`src/rtl/int_to_float.sv`:
```
// int_to_float: 3-stage pipelined signed-integer to {s,e,f} float converter.
// Ports: clk, rst_n (async, active low); in_data/in_valid/in_ready upstream;
// out_data/out_valid/out_ready downstream. All stages advance together when
// en = !out_valid || out_ready, and in_ready = en.
// Build option: define INT_TO_FLOAT_ROUND_EN for round-to-nearest-even on
// dropped magnitude bits; otherwise the magnitude is truncated.
module int_to_float #(
    parameter int I_bit = 32,
    parameter int E_bit = 8,
    parameter int F_bit = 23
) (
    input  logic                   clk,
    input  logic                   rst_n,
    input  logic [I_bit-1:0]       in_data,
    input  logic                   in_valid,
    output logic                   in_ready,
    output logic [E_bit+F_bit:0]   out_data,
    output logic                   out_valid,
    input  logic                   out_ready
);

    localparam int LZW = $clog2(I_bit);
    localparam int XW  = I_bit - 1 + F_bit;
    localparam logic [E_bit-1:0] E_REF = {1'b0, {(E_bit-1){1'b1}}};

    logic en;

    // S0 state
    logic             v0_q, s0_q, z0_q;
    logic [I_bit-1:0] mag0_q;
    logic             s0_d, z0_d;
    logic [I_bit-1:0] mag0_d;

    // S1 state: normalized magnitude without the hidden one
    logic             v1_q, s1_q, z1_q;
    logic [I_bit-2:0] norm1_q;
    logic [E_bit-1:0] exp1_q;
    logic [I_bit-2:0] norm1_d;
    logic [E_bit-1:0] exp1_d;
    logic [LZW-1:0]   lz;

    // S2 state: packed result
    logic             out_valid_q;
    logic [E_bit+F_bit:0] out_data_q;
    logic [E_bit+F_bit:0] out_data_d;

    logic [XW-1:0]    ext;
    logic [F_bit-1:0] frac;
    logic [I_bit-2:0] drop;
    logic [F_bit-1:0] frac_r;
    logic [E_bit-1:0] exp_r;

    assign en       = !out_valid_q || out_ready;
    assign in_ready = en;

    // S0: sign and magnitude; most-negative input maps to 2^(I_bit-1)
    always_comb begin
        s0_d   = in_data[I_bit-1];
        mag0_d = s0_d ? (~in_data + 1'b1) : in_data;
        z0_d   = (in_data == '0);
    end

    // S1: leading-one search; highest set bit wins
    always_comb begin
        lz = '0;
        for (int i = 0; i < I_bit; i++) begin
            if (mag0_q[i]) lz = LZW'(I_bit - 1 - i);
        end
    end

    // The shifted-out MSB is the hidden one, so only the low bits are kept.
    always_comb begin
        norm1_d = mag0_q[I_bit-2:0] << lz;
        exp1_d  = E_REF + E_bit'(I_bit - 1) - E_bit'(lz);
    end

    // S2: fraction selection with zero padding when F_bit exceeds I_bit-1
    always_comb begin
        ext  = {norm1_q, {F_bit{1'b0}}};
        frac = ext[XW-1 -: F_bit];
        drop = ext[I_bit-2:0];
    end

`ifdef INT_TO_FLOAT_ROUND_EN
    logic guard, sticky, rnd_up, carry;

    always_comb begin
        guard  = drop[I_bit-2];
        sticky = |drop[I_bit-3:0];
        rnd_up = guard & (sticky | frac[0]);
        {carry, frac_r} = {1'b0, frac} + (F_bit+1)'(rnd_up);
        // carry out means frac_r wrapped to zero: bump exponent
        exp_r = exp1_q + E_bit'(carry);
    end
`else
    logic [I_bit-2:0] unused_drop;

    always_comb begin
        frac_r      = frac;
        exp_r       = exp1_q;
        unused_drop = drop;
    end
`endif

    always_comb begin
        out_data_d = z1_q ? '0 : {s1_q, exp_r, frac_r};
    end

    always_ff @(posedge clk or negedge rst_n) begin
        if (!rst_n) begin
            v0_q        <= 1'b0;
            s0_q        <= 1'b0;
            z0_q        <= 1'b0;
            mag0_q      <= '0;
            v1_q        <= 1'b0;
            s1_q        <= 1'b0;
            z1_q        <= 1'b0;
            norm1_q     <= '0;
            exp1_q      <= '0;
            out_valid_q <= 1'b0;
            out_data_q  <= '0;
        end else if (en) begin
            v0_q        <= in_valid;
            s0_q        <= s0_d;
            z0_q        <= z0_d;
            mag0_q      <= mag0_d;
            v1_q        <= v0_q;
            s1_q        <= s0_q;
            z1_q        <= z0_q;
            norm1_q     <= norm1_d;
            exp1_q      <= exp1_d;
            out_valid_q <= v1_q;
            out_data_q  <= out_data_d;
        end
    end

    assign out_valid = out_valid_q;
    assign out_data  = out_data_q;

endmodule

```
`config.mk`:
```
export PLATFORM = sky130hd
export DESIGN_NAME = int_to_float
export DESIGN_NICKNAME = d
export VERILOG_FILES = /design/src/rtl/int_to_float.sv
export SDC_FILE = /design/constraint.sdc
export NUM_CORES = 1
export LEC_CHECK = 0
export ABC_AREA = 1
export CAP_MARGIN = 25
export CORE_MARGIN = 5
export CORE_UTILIZATION = 59
export CTS_BUF_LIST = sky130_fd_sc_hd__clkbuf_8
export DETAILED_ROUTE_END_ITERATION = 8
export PLACE_DENSITY_LB_ADDON = 0.15
export RECOVER_POWER = 100
export SLEW_MARGIN = 0
export SYNTH_ARGS = -nofsm -noshare
export SYNTH_HDL_FRONTEND = slang
export SYNTH_SLANG_ARGS = --single-unit
```
`constraint.sdc`:
```
create_clock -name clk -period 3.1 [get_ports clk]
set_input_delay 0.62 -clock clk [delete_from_list [all_inputs] [get_ports clk]]
set_output_delay 0.62 -clock clk [all_outputs]
set_load 0.01 [all_outputs]
```
==> run metrics, run 1 <==
status=finished, violations left; violated checks=max-capacitance violations, max-slew violations, negative setup slack; Worst Skew=approximately 0.016 ns; Ys Warns=0; FMAX=0.3147 GHz; largest net degree at the start of global routing=approximately 130; post-route cell area=9105 um^2; Remaining Overflow, GRT=0; Worst setup EP type=register; Power Total=7.839 mW; Rel. slew slack=-0.2376; gr usage total=0.2869; Internal=4.039 mW; Longest Clk Path Bufs=2; n_diodes=0; Critical Path RT=around 3.4 ns; Initial Utilization=0.5967; fin crit share=1.025; critical path peak fanout=6; Iter 0 DRT Violations=893; post-synthesis instance total=between 1000 and 1500; vias per cell=approximately 6.1; Async SR Flop Fraction=1.000; Setup CP Type=reg -> reg; clk slew on worst S/H paths=about 0.11 ns; sequential share of power=0.278; routed vias=roughly 7600; final worst slack=-0.07746 ns; gpl congestion=0.9356; port bufs=69; combinational power share=0.612; Final min period=~3.2 ns; Antenna Nets Post-Route=0; placed instance count=1225; worst endpoint data arrival time=3.46 ns; post-route insts no fill=1247; CTS Buf Count=9; most common cell in the netlist=nand2_1; Yosys reg bits=102; Worst Hold Class=reg -> reg; Max-Cap Viols=1; DR pass1 iterations=6; wire per inst=17.35 um; worst skew pair latency=0.40 ns; unique cell type count in the Yosys netlist=37; Final Max Tran Viols=35; vias in the first global route=6441; LEAKAGE=roughly 4.2 nW; EDFF count, synth=0; layout cells sized above 1=0.2364; Synth top area share=0.3778; CTS root buf=clkbuf_8; RSZ-0062 raised after global routing=true; Power Density=861.0 nW/um^2; hpwl dp=between 10 and 15 mm; switch share=0.4848; core region area=11320 um^2; final setup violating endpoints=15; Top-Level Pins=70; Setup crit start kind=register; syn_area_per_cell=6.675 um^2; Core Util, Final=0.8043; area grow syn2layout=34.78%; Mapped Area=6755 um^2; CTS tree=done; prevailing post-synth register cell=dfrtp_1; die extent in x=117 um; first-pass GRT wire length=31.19 mm; Max VDD drop=0.6022 mV; final hold violations=0; cell repeated most along the worst path=nand2_1; worst slew pin tran=1.856 ns; WL final=21.64 mm; fraction of the yosys area taken by sequential cells=0.3778; final setup TNS=-0.5821 ns; Nets=approximately 1100; Syn Nets=1050; antenna violations before repair=0; CP max stage cell=dfrtp_1; Clock Power Share=0.111; NetSw=approximately 3.8 mW; die area=around 14000 um^2; row cnt=39; die height=117 um; Commonest cells post-synth=270 x nand2_1, 259 x nand3_1, 102 x dfrtp_1, 76 x inv_1, 70 x o21ai_0; ranking of synthesized cells by area=dfrtp_1 38%, nand3_1 19%, nand2_1 15%; placed cell areas=7929 um^2; H-tree depth=3; clock tree sinks=102; Synth area leader=dfrtp_1; # DRC=0; CP max stage delay=between 0.4 and 0.5 ns
-- power groups by stage --
stage | combinational, mW | clock (mW) | sequential [mW]
CTS | 3.81 | 0.880 | 2.16
detailed placement | 3.77 | 0 | 2.19
global route | 5.18 | 0.933 | 2.24
global placement | 3.72 | 0 | 2.17
finish | 4.79 | 0.867 | 2.18
floorplan | 2.26 | 0 | 2.23
-- cell usage in the layout (no fill, tap or decap), types with 3 or more instances in the layout --
| cell | count |
|---|---|
| clkbuf_8 | 9 |
| nand2_2 | 34 |
| nor2_2 | 4 |
| nand3_2 | 103 |
| nand2_8 | 4 |
| buf_4 | 50 |
| o31ai_1 | 9 |
| xnor2_1 | 8 |
| nor4_1 | 6 |
| xor2_1 | 15 |
| o21ai_1 | 6 |
| nor2_4 | 3 |
| dfrtp_1 | 102 |
| nor2_1 | 59 |
| nand3_1 | 150 |
| clkdlybuf4s50_1 | 68 |
| a31oi_1 | 5 |
| o21ai_0 | 66 |
| nand2_4 | 8 |
| nor3_1 | 10 |
| nor3_2 | 6 |
| nand2_1 | 230 |
| nand4_1 | 4 |
| buf_12 | 8 |
| nand3_4 | 7 |
| clkinv_8 | 3 |
| inv_2 | 6 |
| o22ai_1 | 5 |
| inv_1 | 75 |
| a21oi_1 | 13 |
-- critical path, delay by kind of cell (launching register included) --
family / cells / cell delay, ns
buffers and inverters: 3 / 0.40
flip-flops: 1 / 0.41
AND/OR/NAND/NOR: 35 / 2.25
-- flip-flops by register name, summed over array words and instances (netlist names), 8 cells and up --
signal / cells
out_data: 32
mag0_q: 32
exp1_q: 8
norm1_q: 23
-- layer usage --
layer	GRT usage	vias to the layer above	routed length [um]	share of wire
met5	0	-	0	0
met4	0.1162	0	1196	0.055
met3	0.04267	117	1971	0.091
met2	0.4467	439	9941	0.46
met1	0.4034	3472	8528	0.39
li1	-	3560	-	-
-- layout make-up --
type / instances / area (um^2)
Multi-Input combinational cell: 771 / 4538
Clock inverter: 7 / 88.84
Sequential cell: 102 / 2552
Fill cell: 800 / 2216
Inverter: 82 / 307.8
Clock buffer: 9 / 123.9
Tap cell: 143 / 178.9
Timing Repair Buffer: 133 / 1315
-- per-stage QoR --
stage / setup WS, ns / hold slack [ns]
2_1_floorplan: 0.3173 / 0.3244
3_3_place_gp: -0.3139 / 0.4313
3_5_place_dp: -0.4105 / 0.4558
4_1_cts: 0.002541 / 0.1688
5_1_grt: -0.3351 / 0.4784
6_report: -0.07746 / 0.4740
-- repair_timing --
item,4_1_cts,5_1_grt
resized for setup,3,199
pin swaps,0,41
gates cloned,0,3
setup endpoints to repair,5,37
hold buffers,0,0
buffers inserted,0,3
-- path summary, 6_finish.rpt --
kind | slack [ns] | startpoint | endpoint | depth (start not counted)
worst min-delay path | 0.47 | v1_q | out_valid | 2
worst max-delay path | -0.08 | mag0_q[1] | norm1_q[27] | 38
max in group asynchronous | 0.52 | rst_n | v1_q | 2
worst max register to register | -0.08 | mag0_q[1] | norm1_q[27] | 38
min in group asynchronous | 0.72 | rst_n | norm1_q[19] | 1
worst min register to register | 0.47 | v1_q | out_valid | 2
-- cell families after synthesis --
group | Yosys count | share of synthesized area
adders and majority gates | 2 | 0.003704
buffers and inverters | 140 | 0.08298
xor gates and xnor gates | 23 | 0.02982
DFF | 102 | 0.3778
AOI/OAI and AO/OA | 114 | 0.09428
and+or+nand+nor | 631 | 0.4114
No activity file was read; power rests on OpenSTA's default activity.
==> run 2: changes to the inputs <==
--- a/config.mk
+++ b/config.mk
@@ -8,9 +8,10 @@
 export ABC_AREA = 1
 export CAP_MARGIN = 25
 export CORE_MARGIN = 5
-export CORE_UTILIZATION = 59
+export CORE_UTILIZATION = 49
 export CTS_BUF_LIST = sky130_fd_sc_hd__clkbuf_8
 export DETAILED_ROUTE_END_ITERATION = 8
+export DONT_BUFFER_PORTS = 1
 export PLACE_DENSITY_LB_ADDON = 0.15
 export RECOVER_POWER = 100
 export SLEW_MARGIN = 0
==> run 2 against run 1 <==
  * The run still ends with max-capacitance violations, max-slew violations, negative setup slack left
  * Sequential share of layout area rose by 4.2 points
  * Flip-flop and latch count stayed put
  * Clock skew increased by 0.0020 ns
  * Worst hold slack worse by 0.13 ns
  * Critical path depth fell by 15
  * Combinational power shrank 22%
  * Critical endpoint is now norm1_q[18]
==> run metrics, run 2 (synthesis results as in run 1) <==
Rel. slew slack=-0.6497; cell count of the worst reg-to-reg path=23; Longest Clk Path Bufs=2; # DRC=0; row cnt=43; Max VDD drop=0.3042 mV; clock tree sinks=102; CTS root buf=clkbuf_8; first-pass GRT wire length=30.86 mm; routed vias=6814; wire per inst=16.45 um; commonest non-fill, non-tap cell in the layout=nand2_1; vias in the first global route=6032; final worst slack=-0.001382 ns; most frequent cells in the layout=253 x nand2_1, 184 x nand3_1, 102 x dfrtp_1; gr usage total=0.2329; Max-Cap Viols=1; Power Density=slightly below 900 nW/um^2; WL final=19.76 mm; vias per cell=5.674; RSZ-0062 raised after global routing=true; critical path peak fanout=25; Worst Hold Class=in -> reg; core region area=13720 um^2; violated checks=max-capacitance violations, max-slew violations, negative setup slack; H-tree depth=3; die area=16230 um^2; area grow syn2layout=17.24%; die extent in x=about 130 um; post-route insts no fill=about 1200; Nets=1054; Initial Utilization=0.4924; CTS Buf Count=9; Setup crit start kind=register; Worst Skew=0.01751 ns; Core Util, Final=0.5773; worst endpoint data arrival time=3.39 ns; antenna violations before repair=0; CTS tree=done; Worst setup EP type=register; post-route cell area=between 7000 and 8000 um^2; hpwl dp=13.49 mm; layout cells sized above 1=0.1763; largest net degree at the start of global routing=103; die height=127.4 um; FMAX=0.3224 GHz; placed cell areas=7069 um^2; Remaining Overflow, GRT=0; status=finished, violations left; worst skew pair latency=0.39 ns; Worst Hold Path Cells=2; Final min period=3.101 ns; port bufs=0; Setup CP Type=reg -> reg; fin crit share=1.000; Critical Path RT=~3.4 ns; Top-Level Pins=70; DR pass1 iterations=6; LEAKAGE=between 3 and 4 nW; gpl congestion=between 0.9 and 1; placed instance count=between 1000 and 1500; n_diodes=0; Power Total=6.849 mW; Final Max Tran Viols=103; Antenna Nets Post-Route=0; clk slew on worst S/H paths=around 0.1 ns; final hold violations=0; Setup WS pre-CTS=0.009853 ns; worst slew pin tran=approximately 2.5 ns; final setup violating endpoints=1; Iter 0 DRT Violations=703
run 2: worst max-delay path, stage by stage (launching register included):
cell and delay [ns]:
dfrtp_1 0.37, buf_4 0.13, nor2_1 0.04, inv_1 0.06, a311oi_1 0.09, o311ai_1 0.30
nand3_1 0.12, nand3_1 0.10, nand3_1 0.08, nand2_1 0.06, nand2_1 0.05, nand2_1 0.05
nand2_1 0.05, nand2_1 0.05, nand3_1 0.13, a31oi_4 0.38, buf_6 0.31, nand2_1 0.14
nand4_1 0.11, nand2_1 0.05, inv_1 0.13, nand3_2 0.09, nand2_1 0.07, inv_1 0.04
run 2: repair_timing:
action                                  in CTS  in global routing
pin swaps                                    0                 20
cloned                                       0                  6
endpoints found under the setup margin       1                 30
hold buffers                                 1                  0
gates resized for setup                      3                124
setup buffers                                0                  4
hold endpoints to repair                   102                  0
run 2: where the power goes:
group	internal, mW	total (mW)	switching, mW
registers	1.84	2.31	0.470
logic	1.37	3.76	2.40
clock network	0.293	0.771	0.478
total	3.51	6.85	3.34
run 2: layout make-up:
type                    count  area (um^2)
clock inverters             7        48.80
fillers                  1384         5799
multi-input cells         772         4192
well taps                 180        225.2
inverters                  82        307.8
clock buffers               9        123.9
flip-flops and latches    102         2552
repair buffers             49        470.5
run 2: through the flow:
stage	hold slack (ns)	TNS [ns]
after floorplan	0.3244	0
after global placement	0.3279	-0.01464
after detailed placement	0.3276	0
after CTS	0.1709	0
after global routing	0.3347	-7.804
final	0.3403	-0.001382
run 2: worst paths after layout:
| check | to | from | slack [ns] |
|---|---|---|---|
| max | norm1_q[18] | mag0_q[1] | -0.001 |
| max reg2reg | norm1_q[18] | mag0_q[1] | -0.001 |
| min in group asynchronous | norm1_q[16] | rst_n | 0.98 |
| min | v0_q | in_valid | 0.34 |
| max in group asynchronous | mag0_q[9] | rst_n | 0.65 |
| min reg2reg | out_valid | v1_q | 0.46 |
run 2: layer usage:
layer  share of wire  track usage
met4           0.029      0.07192
met2            0.43       0.3351
met1            0.46       0.3536
met3           0.077      0.04306
met5               0            0
